===== src/rtl/dreg_alu_sequencer_pkg.sv =====
// Shared encodings for the data-register ALU sequencer: ALU ops, operand sizes,
// sequencer states and condition-code bit positions.
package v68k_pkg;

    typedef enum logic [1:0] {
        OP_ADD = 2'b00,
        OP_SUB = 2'b01,
        OP_AND = 2'b10,
        OP_OR  = 2'b11
    } op_e;

    typedef enum logic [1:0] {
        SZ_BYTE = 2'b00,
        SZ_WORD = 2'b01,
        SZ_LONG = 2'b10
    } size_e;

    typedef enum logic [2:0] {
        ST_IDLE,
        ST_READ,
        ST_LO,
        ST_HI,
        ST_WRITE
    } state_e;

    localparam int CCR_C = 0;
    localparam int CCR_V = 1;
    localparam int CCR_Z = 2;
    localparam int CCR_N = 3;
    localparam int CCR_X = 4;

    // Both 10 and 11 on the request size field mean long.
    function automatic size_e decode_size(input logic [1:0] raw);
        return raw[1] ? SZ_LONG : size_e'(raw);
    endfunction

endpackage


===== src/rtl/dreg_alu_sequencer_if.sv =====
// Request, register-file and ALU signals of the sequencer; master is the
// sequencer itself, slave is the decoder / register file / ALU side.
interface dreg_alu_sequencer_if;
    logic        req_valid;
    logic        req_ready;
    logic [1:0]  req_op;
    logic [1:0]  req_size;
    logic [2:0]  req_src;
    logic [2:0]  req_dst;
    logic [2:0]  dreg_sel_a;
    logic [2:0]  dreg_sel_b;
    logic        dreg_set;
    logic [31:0] dreg_data;
    logic [31:0] data_out_a;
    logic [31:0] data_out_b;
    logic [15:0] alu_a;
    logic [15:0] alu_b;
    logic [1:0]  alu_op;
    logic        alu_cin;
    logic [15:0] alu_out;
    logic        alu_cout;
    logic        alu_vout;
    logic        done;
    logic [4:0]  ccr;

    modport master (
        input  req_valid, req_op, req_size, req_src, req_dst,
        input  data_out_a, data_out_b, alu_out, alu_cout, alu_vout,
        output req_ready, dreg_sel_a, dreg_sel_b, dreg_set, dreg_data,
        output alu_a, alu_b, alu_op, alu_cin, done, ccr
    );

    modport slave (
        output req_valid, req_op, req_size, req_src, req_dst,
        output data_out_a, data_out_b, alu_out, alu_cout, alu_vout,
        input  req_ready, dreg_sel_a, dreg_sel_b, dreg_set, dreg_data,
        input  alu_a, alu_b, alu_op, alu_cin, done, ccr
    );
endinterface


===== src/rtl/dreg_alu_sequencer_ccr_flags.sv =====
// Next condition codes {X,N,Z,V,C} from the size-truncated result and the
// final ALU carry/overflow; logic ops clear C/V and keep the old X.
module ccr_flags
    import v68k_pkg::*;
(
    input  logic [31:0] result_i,
    input  size_e       size_i,
    input  op_e         op_i,
    input  logic        carry_i,
    input  logic        overflow_i,
    input  logic        x_i,
    output logic [4:0]  ccr_o
);
    logic arith;

    always_comb begin
        ccr_o = '0;
        arith = (op_i == OP_ADD) || (op_i == OP_SUB);
        case (size_i)
            SZ_BYTE: begin
                ccr_o[CCR_N] = result_i[7];
                ccr_o[CCR_Z] = (result_i[7:0] == 8'h00);
            end
            SZ_WORD: begin
                ccr_o[CCR_N] = result_i[15];
                ccr_o[CCR_Z] = (result_i[15:0] == 16'h0000);
            end
            default: begin
                ccr_o[CCR_N] = result_i[31];
                ccr_o[CCR_Z] = (result_i == 32'h0000_0000);
            end
        endcase
        ccr_o[CCR_C] = arith & carry_i;
        ccr_o[CCR_V] = arith & overflow_i;
        ccr_o[CCR_X] = arith ? carry_i : x_i;
    end
endmodule


===== src/rtl/dreg_alu_sequencer.sv =====
// Register-to-register ADD/SUB/AND/OR sequencer over the 16-bit ALU; long runs two
// carry-chained passes. Define V68K_CCR_EN to build the condition-code logic.
module dreg_alu_sequencer
    import v68k_pkg::*;
(
    input  logic                 CLK,
    input  logic                 RESET,
    dreg_alu_sequencer_if.master bus
);
    state_e      state_q, state_d;
    size_e       size_q, size_d;
    logic [15:0] s_hi_q, s_hi_d;
    logic [31:8] d_q, d_d;
    logic [15:0] r_lo_q, r_lo_d;

    logic        req_ready_q, req_ready_d;
    logic [2:0]  sel_a_q, sel_a_d;
    logic [2:0]  sel_b_q, sel_b_d;
    logic        dreg_set_q, dreg_set_d;
    logic [31:0] dreg_data_q, dreg_data_d;
    logic [15:0] alu_a_q, alu_a_d;
    logic [15:0] alu_b_q, alu_b_d;
    logic [1:0]  alu_op_q, alu_op_d;
    logic        alu_cin_q, alu_cin_d;
    logic        done_q, done_d;

    always_ff @(posedge CLK or negedge RESET) begin
        if (!RESET) begin
            state_q     <= ST_IDLE;
            size_q      <= SZ_BYTE;
            s_hi_q      <= '0;
            d_q         <= '0;
            r_lo_q      <= '0;
            req_ready_q <= 1'b1;
            sel_a_q     <= '0;
            sel_b_q     <= '0;
            dreg_set_q  <= 1'b0;
            dreg_data_q <= '0;
            alu_a_q     <= '0;
            alu_b_q     <= '0;
            alu_op_q    <= '0;
            alu_cin_q   <= 1'b0;
            done_q      <= 1'b0;
        end else begin
            state_q     <= state_d;
            size_q      <= size_d;
            s_hi_q      <= s_hi_d;
            d_q         <= d_d;
            r_lo_q      <= r_lo_d;
            req_ready_q <= req_ready_d;
            sel_a_q     <= sel_a_d;
            sel_b_q     <= sel_b_d;
            dreg_set_q  <= dreg_set_d;
            dreg_data_q <= dreg_data_d;
            alu_a_q     <= alu_a_d;
            alu_b_q     <= alu_b_d;
            alu_op_q    <= alu_op_d;
            alu_cin_q   <= alu_cin_d;
            done_q      <= done_d;
        end
    end

    // Outputs are registered, so each state computes what the next state drives.
    // The read selects and alu_op double as the latched src/dst/op fields.
    always_comb begin
        state_d     = state_q;
        size_d      = size_q;
        s_hi_d      = s_hi_q;
        d_d         = d_q;
        r_lo_d      = r_lo_q;
        req_ready_d = 1'b0;
        sel_a_d     = sel_a_q;
        sel_b_d     = sel_b_q;
        dreg_set_d  = 1'b0;
        dreg_data_d = '0;
        alu_a_d     = '0;
        alu_b_d     = '0;
        alu_op_d    = alu_op_q;
        alu_cin_d   = 1'b0;
        done_d      = 1'b0;
        unique case (state_q)
            ST_IDLE: begin
                req_ready_d = 1'b1;
                if (bus.req_valid) begin
                    state_d     = ST_READ;
                    req_ready_d = 1'b0;
                    size_d      = decode_size(bus.req_size);
                    sel_a_d     = bus.req_src;
                    sel_b_d     = bus.req_dst;
                    alu_op_d    = bus.req_op;
                end
            end
            ST_READ: begin
                state_d = ST_LO;
                s_hi_d  = bus.data_out_a[31:16];
                d_d     = bus.data_out_b[31:8];
                if (size_q == SZ_BYTE) begin
                    alu_a_d = {bus.data_out_b[7:0], 8'h00};
                    alu_b_d = {bus.data_out_a[7:0], 8'h00};
                end else begin
                    alu_a_d = bus.data_out_b[15:0];
                    alu_b_d = bus.data_out_a[15:0];
                end
            end
            ST_LO: begin
                r_lo_d = bus.alu_out;
                if (size_q == SZ_LONG) begin
                    state_d   = ST_HI;
                    alu_a_d   = d_q[31:16];
                    alu_b_d   = s_hi_q;
                    alu_cin_d = bus.alu_cout;
                end else begin
                    state_d     = ST_WRITE;
                    dreg_set_d  = 1'b1;
                    done_d      = 1'b1;
                    dreg_data_d = (size_q == SZ_BYTE) ? {d_q[31:8], bus.alu_out[15:8]}
                                                      : {d_q[31:16], bus.alu_out};
                end
            end
            ST_HI: begin
                state_d     = ST_WRITE;
                dreg_set_d  = 1'b1;
                done_d      = 1'b1;
                dreg_data_d = {bus.alu_out, r_lo_q};
            end
            ST_WRITE: begin
                state_d     = ST_IDLE;
                req_ready_d = 1'b1;
            end
            default: state_d = ST_IDLE;
        endcase
    end

    assign bus.req_ready  = req_ready_q;
    assign bus.dreg_sel_a = sel_a_q;
    assign bus.dreg_sel_b = sel_b_q;
    assign bus.dreg_set   = dreg_set_q;
    assign bus.dreg_data  = dreg_data_q;
    assign bus.alu_a      = alu_a_q;
    assign bus.alu_b      = alu_b_q;
    assign bus.alu_op     = alu_op_q;
    assign bus.alu_cin    = alu_cin_q;
    assign bus.done       = done_q;

`ifdef V68K_CCR_EN
    logic        final_pass;
    logic [31:0] sized_result;
    logic [4:0]  ccr_next;
    logic [4:0]  ccr_q;

    // Flags are taken from the last ALU pass, landing together with the write.
    assign final_pass = ((state_q == ST_LO) && (size_q != SZ_LONG)) || (state_q == ST_HI);

    always_comb begin
        sized_result = {bus.alu_out, r_lo_q};
        case (size_q)
            SZ_BYTE: sized_result = {24'h0, bus.alu_out[15:8]};
            SZ_WORD: sized_result = {16'h0, bus.alu_out};
            default: sized_result = {bus.alu_out, r_lo_q};
        endcase
    end

    ccr_flags u_ccr_flags (
        .result_i   (sized_result),
        .size_i     (size_q),
        .op_i       (op_e'(alu_op_q)),
        .carry_i    (bus.alu_cout),
        .overflow_i (bus.alu_vout),
        .x_i        (ccr_q[CCR_X]),
        .ccr_o      (ccr_next)
    );

    always_ff @(posedge CLK or negedge RESET) begin
        if (!RESET) begin
            ccr_q <= '0;
        end else if (final_pass) begin
            ccr_q <= ccr_next;
        end
    end

    assign bus.ccr = ccr_q;
`else
    logic unused_vout;

    assign unused_vout = bus.alu_vout;
    assign bus.ccr     = '0;
`endif

endmodule

===== src/flat_wrapper.sv =====
// flat-port wrapper written by rule: the top's interface ports become plain ports
module dreg_alu_sequencer_flat import v68k_pkg::*;
  (CLK, RESET, bus_req_valid, bus_req_op, bus_req_size, bus_req_src, bus_req_dst, bus_data_out_a, bus_data_out_b, bus_alu_out, bus_alu_cout, bus_alu_vout, bus_req_ready, bus_dreg_sel_a, bus_dreg_sel_b, bus_dreg_set, bus_dreg_data, bus_alu_a, bus_alu_b, bus_alu_op, bus_alu_cin, bus_done, bus_ccr);
  dreg_alu_sequencer_if bus_i ();
  input  logic CLK;
  input  logic RESET;
  input wire logic [$bits(bus_i.req_valid)-1:0] bus_req_valid;
  input wire logic [$bits(bus_i.req_op)-1:0] bus_req_op;
  input wire logic [$bits(bus_i.req_size)-1:0] bus_req_size;
  input wire logic [$bits(bus_i.req_src)-1:0] bus_req_src;
  input wire logic [$bits(bus_i.req_dst)-1:0] bus_req_dst;
  input wire logic [$bits(bus_i.data_out_a)-1:0] bus_data_out_a;
  input wire logic [$bits(bus_i.data_out_b)-1:0] bus_data_out_b;
  input wire logic [$bits(bus_i.alu_out)-1:0] bus_alu_out;
  input wire logic [$bits(bus_i.alu_cout)-1:0] bus_alu_cout;
  input wire logic [$bits(bus_i.alu_vout)-1:0] bus_alu_vout;
  output wire logic [$bits(bus_i.req_ready)-1:0] bus_req_ready;
  output wire logic [$bits(bus_i.dreg_sel_a)-1:0] bus_dreg_sel_a;
  output wire logic [$bits(bus_i.dreg_sel_b)-1:0] bus_dreg_sel_b;
  output wire logic [$bits(bus_i.dreg_set)-1:0] bus_dreg_set;
  output wire logic [$bits(bus_i.dreg_data)-1:0] bus_dreg_data;
  output wire logic [$bits(bus_i.alu_a)-1:0] bus_alu_a;
  output wire logic [$bits(bus_i.alu_b)-1:0] bus_alu_b;
  output wire logic [$bits(bus_i.alu_op)-1:0] bus_alu_op;
  output wire logic [$bits(bus_i.alu_cin)-1:0] bus_alu_cin;
  output wire logic [$bits(bus_i.done)-1:0] bus_done;
  output wire logic [$bits(bus_i.ccr)-1:0] bus_ccr;
  assign bus_i.req_valid = bus_req_valid;
  assign bus_i.req_op = bus_req_op;
  assign bus_i.req_size = bus_req_size;
  assign bus_i.req_src = bus_req_src;
  assign bus_i.req_dst = bus_req_dst;
  assign bus_i.data_out_a = bus_data_out_a;
  assign bus_i.data_out_b = bus_data_out_b;
  assign bus_i.alu_out = bus_alu_out;
  assign bus_i.alu_cout = bus_alu_cout;
  assign bus_i.alu_vout = bus_alu_vout;
  assign bus_req_ready = bus_i.req_ready;
  assign bus_dreg_sel_a = bus_i.dreg_sel_a;
  assign bus_dreg_sel_b = bus_i.dreg_sel_b;
  assign bus_dreg_set = bus_i.dreg_set;
  assign bus_dreg_data = bus_i.dreg_data;
  assign bus_alu_a = bus_i.alu_a;
  assign bus_alu_b = bus_i.alu_b;
  assign bus_alu_op = bus_i.alu_op;
  assign bus_alu_cin = bus_i.alu_cin;
  assign bus_done = bus_i.done;
  assign bus_ccr = bus_i.ccr;
  dreg_alu_sequencer u_core (.CLK(CLK), .RESET(RESET), .bus(bus_i));
endmodule

===== config.mk =====
export PLATFORM = sky130hd
export DESIGN_NAME = dreg_alu_sequencer_flat
export DESIGN_NICKNAME = d
export VERILOG_FILES = /design/src/rtl/dreg_alu_sequencer_pkg.sv /design/src/rtl/dreg_alu_sequencer_if.sv /design/src/rtl/dreg_alu_sequencer_ccr_flags.sv /design/src/rtl/dreg_alu_sequencer.sv /design/src/flat_wrapper.sv
export SDC_FILE = /design/constraint.sdc
export NUM_CORES = 1
export LEC_CHECK = 0
export CAP_MARGIN = 30
export CORE_UTILIZATION = 28
export DETAILED_ROUTE_END_ITERATION = 7
export PLACE_DENSITY = 0.58
export SLEW_MARGIN = 20
export SYNTH_ARGS = -nofsm -noshare
export SYNTH_HDL_FRONTEND = slang
export SYNTH_HIERARCHICAL = 1
export SYNTH_SLANG_ARGS = --single-unit

===== constraint.sdc =====
create_clock -name CLK -period 3.5 [get_ports CLK]
set_input_delay 0.7 -clock CLK [delete_from_list [all_inputs] [get_ports CLK]]
set_output_delay 0.7 -clock CLK [all_outputs]
set_load 0.01 [all_outputs]

Word level (Yosys, flattened, before mapping)
Cells that the tools add are included.
W data, S select, Z words.
{"block": "op_classes", "eq_ne": 6, "mux": 19, "n_reduce_logical": 3}
{"operator": "$mux W16", "n": 5}
{"operator": "$pmux W16 S2", "n": 2}
{"operator": "$pmux W32 S2", "n": 1}
{"operator": "$mux W32", "n": 1}
{"operator": "$pmux W3 S4", "n": 1}
{"operator": "$eq A3 B2 Y1 const B", "n": 2}
{"operator": "$mux W3", "n": 2}
{"operator": "$mux W1", "n": 4}
{"operator": "$pmux W1 S2", "n": 2}
{"operator": "$eq A3 B1 Y1 const B", "n": 1}
{"operator": "$eq A3 B3 Y1 const B", "n": 1}
{"operator": "$logic_not A3 Y1", "n": 1}
{"operator": "$eq A2 B2 Y1 const B", "n": 1}
{"operator": "$logic_not A2 Y1", "n": 1}
{"operator": "$mux W2", "n": 1}
{"operator": "$ne A2 B2 Y1 const B", "n": 1}
{"operator": "$reduce_and A2 Y1", "n": 1}
{"block": "totals", "elab_cells": 42, "in_bits": 95, "register_bits": 136, "out_inout_bits": 81}

Longest topological paths before layout
{"block": "logic_depth", "word_depth": 4, "ltp_mapped": 6, "depth_no_buf": 3}

Least setup slack after synthesis
Ideal clock, no wire load.
{"block": "synth_path", "kind": "input port to flip-flop", "startpoint": "input port bus_req_valid", "endpoint": "register u_core.alu_op_q[0], in the netlist u_core/bus.alu_op[0]", "n_path_buf": 1, "t_arrival_ps": 1582, "required_time_ps": 3375, "path_stages": 3, "setup_time_ps": 125, "path_slack_ps": 1793, "cell_sequence": "nor4b_1 buf_2 mux2_2"}
{"block": "synth_via", "elab_chain_len": 1}
{"item": "start, declared", "line_no": "flat_wrapper.sv:7", "rtl": "input wire logic [$bits(bus_i.req_valid)-1:0] bus_req_valid;"}
{"item": "$reduce_and A2 Y1 (no line)"}
{"item": "end signal, assigned", "line_no": "dreg_alu_sequencer.sv:57", "rtl": "alu_op_q <= alu_op_d;"}
{"item": "end, declared", "line_no": "dreg_alu_sequencer.sv:23", "rtl": "logic [1:0] alu_op_q, alu_op_d;"}
No other way between the ends.
A chain may end at the register's enable or synchronous reset.

Worst setup path after layout
{"block": "layout_path", "startpoint": "register u_core.state_q[1]", "endpoint": "register u_core.alu_a_q[5], in the netlist u_core/bus.alu_a[5]"}
{"block": "layout_via", "elab_chain_len": 2, "elab_cells_between_ends": 3, "classes_between": "2 x eq/ne; 1 x mux"}
{"item": "start, declared", "line_no": "dreg_alu_sequencer.sv:10", "rtl": "state_e state_q, state_d;"}
{"item": "start signal, assigned", "line_no": "dreg_alu_sequencer.sv:45", "rtl": "state_q <= state_d;"}
{"item": "$eq A3 B2 Y1 / $eq A3 B1 Y1 (equally long branches)", "line_no": "dreg_alu_sequencer.sv:81", "rtl": "unique case (state_q)"}
{"item": "$pmux W16 S2 (*)", "line_no": "dreg_alu_sequencer.sv:81"}
{"item": "net u_core.alu_a_d[5]", "line_no": "dreg_alu_sequencer.sv:21", "rtl": "logic [15:0] alu_a_q, alu_a_d;"}
{"item": "end signal, assigned", "line_no": "dreg_alu_sequencer.sv:55", "rtl": "alu_a_q <= alu_a_d;"}
{"item": "end, declared", "line_no": "dreg_alu_sequencer.sv:21"}
Mark *: on every way through the listed nets, which the timed path passes. The rest lies on a longest branch.

==> metrics.yaml <==
outcome: "complete, no violations"
viasPerCell: 4.52
powerDensity_nw_per_um2: 865
hp-class: "primary input to async pin"
grt_setup_unrepaired: "false"
fin_crit_ps: 2160
fin_skew_ps: 20.6
grt.total_usage_pct: 16.1
port_buffers: 169
firstDrtPassIters: 4
die_x_um: 141
worstPathRequired_ps: 3850
final_net_count: 737
synth-edff-count: 0
fin_cells: 916
synth.area.top_cells: "dfrtp_1 62%, nand2_1 12%, a22o_1 5.2%, mux2i_1 3.0%, o2bb2ai_1 2.6%"
synth-main-ff-cell: "dfrtp_1"
ant_nets: 0
synth_top_area_share_pct: 62.3
ir_drop_uv: 406
finalCritPeriodShare_pct: 61.8
fin_ws_ps: 1340
critPathKind: "flop to flop"
ctsResizeCount: 0
power.leakage_nw: 3.68
drc: 0
core_sq_um: 18800
timing.fmax_mhz: 462
clockBufferDepth: 2
io_pins: 176
cp-end-kind: "flop"
synthArstFlopShare_pct: 100
setup_viol: 0
die_h_um: 141
ff_latch_area_sq_um: 3400
syn_avg_cell_area_sq_um: 11.4
tritoncts: "done"
ys_types: 34
yosys_warnings: 6
grt_pass1_vias: 4259
dp_cells: 883
whs_ps: 285
core.rowCount: 50
setup_tns_ps: 0
ys_ff_latch: 136
overflow: 0
fillers: 1809
ys_seq_area_share_pct: 62.8
netlist.top_cell.by_area: "dfrtp_1"
routed_wl_mm: 15.2
layout_common_cells: "176 x nand2_1, 168 x clkdlybuf4s50_1, 135 x dfrtp_1"
clock-sinks: 136
drv_slew: 0
start_kind: "flop"
grt_max_degree: 70
clkTransAtPathRegs_ps: 60
multi_input_area_sq_um: 1810
via_count: 4139
die_area_sq_um: 19900
drive_gt1_share_pct: 9.62
numCtsBuffers: 17
wl_per_cell_um: 16.6
gp_congestion: 0.755
dpl.hpwl_mm: 10.4
post_cts_buffers: 0
final_common_cell: "nand2_1"
hold_viol_final: 0
antenna_found_initial: 1
syn_area_sq_um: 5420
area_growth_pct: 45.7
htreeDepth: 4
crit_fanout: 58
grt_pass1_wl_mm: 23.8
synthCells: 477
cts_root_buffer: "clkbuf_16"
worst_pin_slew_ps: 863
clock_latency_ps: 420
drtIter0Drc: 175
power_mw: 6.83
pre_cts_slack_ps: 1330
maxSlewHeadroom_pct: 42.4
cp.arrival_ps: 2510
start_util_pct: 28.8
cts_hold_buf: 0
drv_cap: 0
## where the power goes
group	total, mW	internal (mW)	switching (mW)
logic	2.41	1.18	1.23
clock network	1.80	1.10	0.703
registers	2.63	2.22	0.401
total	6.83	4.50	2.34
## worst paths after layout
kind / start / to / slack [ps] / cells after the start
setup / recovery: u_core/state_q[1] / u_core/bus.alu_a[5] / 1340 / 4
hold / removal: RESET / u_core/bus.dreg_data[14] / 290 / 1
min in group CLK: u_core/s_hi_q[11] / u_core/s_hi_q[11] / 470 / 2
hold reg to reg: u_core/s_hi_q[11] / u_core/s_hi_q[11] / 470 / 2
max in group asynchronous: RESET / u_core/d_q[11] / 2290 / 2
setup reg to reg: u_core/state_q[1] / u_core/bus.alu_a[5] / 1340 / 4
## state kept, by name (all words and copies together), names as in the netlist, 2 cells and up
name / flops
u_core/bus.dreg_sel_a: 3
u_core/r_lo_q: 16
u_core/bus.dreg_sel_b: 3
u_core/size_q: 2
u_core/bus.alu_a: 16
u_core/s_hi_q: 16
u_core/bus.alu_b: 16
u_core/bus.dreg_data: 32
u_core/bus.alu_op: 2
u_core/state_q: 3
u_core/d_q: 24
## cell usage after synthesis, drive strengths merged (2+ instances only)
| library cell | n |
|---|---|
| or3b | 2 |
| a22oi | 8 |
| nor3b | 2 |
| nor2b | 2 |
| buf | 24 |
| nor2 | 4 |
| o2bb2ai | 16 |
| and3 | 9 |
| a221o | 8 |
| nand2 | 176 |
| a22o | 32 |
| clkbuf | 12 |
| mux2i | 16 |
| dfrtp | 135 |
| nor3 | 2 |
| or2 | 2 |
| mux2 | 9 |
| o21ai | 10 |
## per-layer routing
metal	GRT usage (%)	routed length, um	vias up	share of wire, %
met4	6.01	305	0	2.0
met1	20.2	6660	2026	44
met2	25.1	7010	158	46
met5	0	0	-	0
met3	6.15	1250	17	8.2
li1	-	-	1938	-
## critical path, cell delays in order (launching register included)
cell	delay [ps]
dfrtp_1	470
or3b_2	490
buf_4	330
nor2_4	540
a22o_1	230
## cells by family (layout without fill, tap and decap cells)
kind of cell / count (synthesis) / after routing / share of synthesized area [%]
AO/OA/AOI/OAI: 75 / 75 / 11.4
multiplexers: 25 / 25 / 4.82
buffers and inverters: 37 / 211 / 4.48
AND/OR/NAND/NOR: 203 / 203 / 16.4
flip-flops: 136 / 136 / 62.8
other: 1 / 6 / 0.0692
## metrics by stage
step                area, sq um  utilization (%)
floorplan                  5440                -
global placement           7300             38.8
detailed placement         7300             38.8
CTS                        7900             41.9
global route               7900             41.9
finish                     7900             42.0
## layout make-up
class	instances	share of cell area (%)
flip-flops and latches	136	43.1
multi-input cells	308	22.9
repair buffers	178	22.3
clock buffers	19	5.73
well taps	260	4.12
clock inverters	13	1.84
inverters	1	0.0475
diodes	1	0.0317
Power figures use the tool's default switching activity.
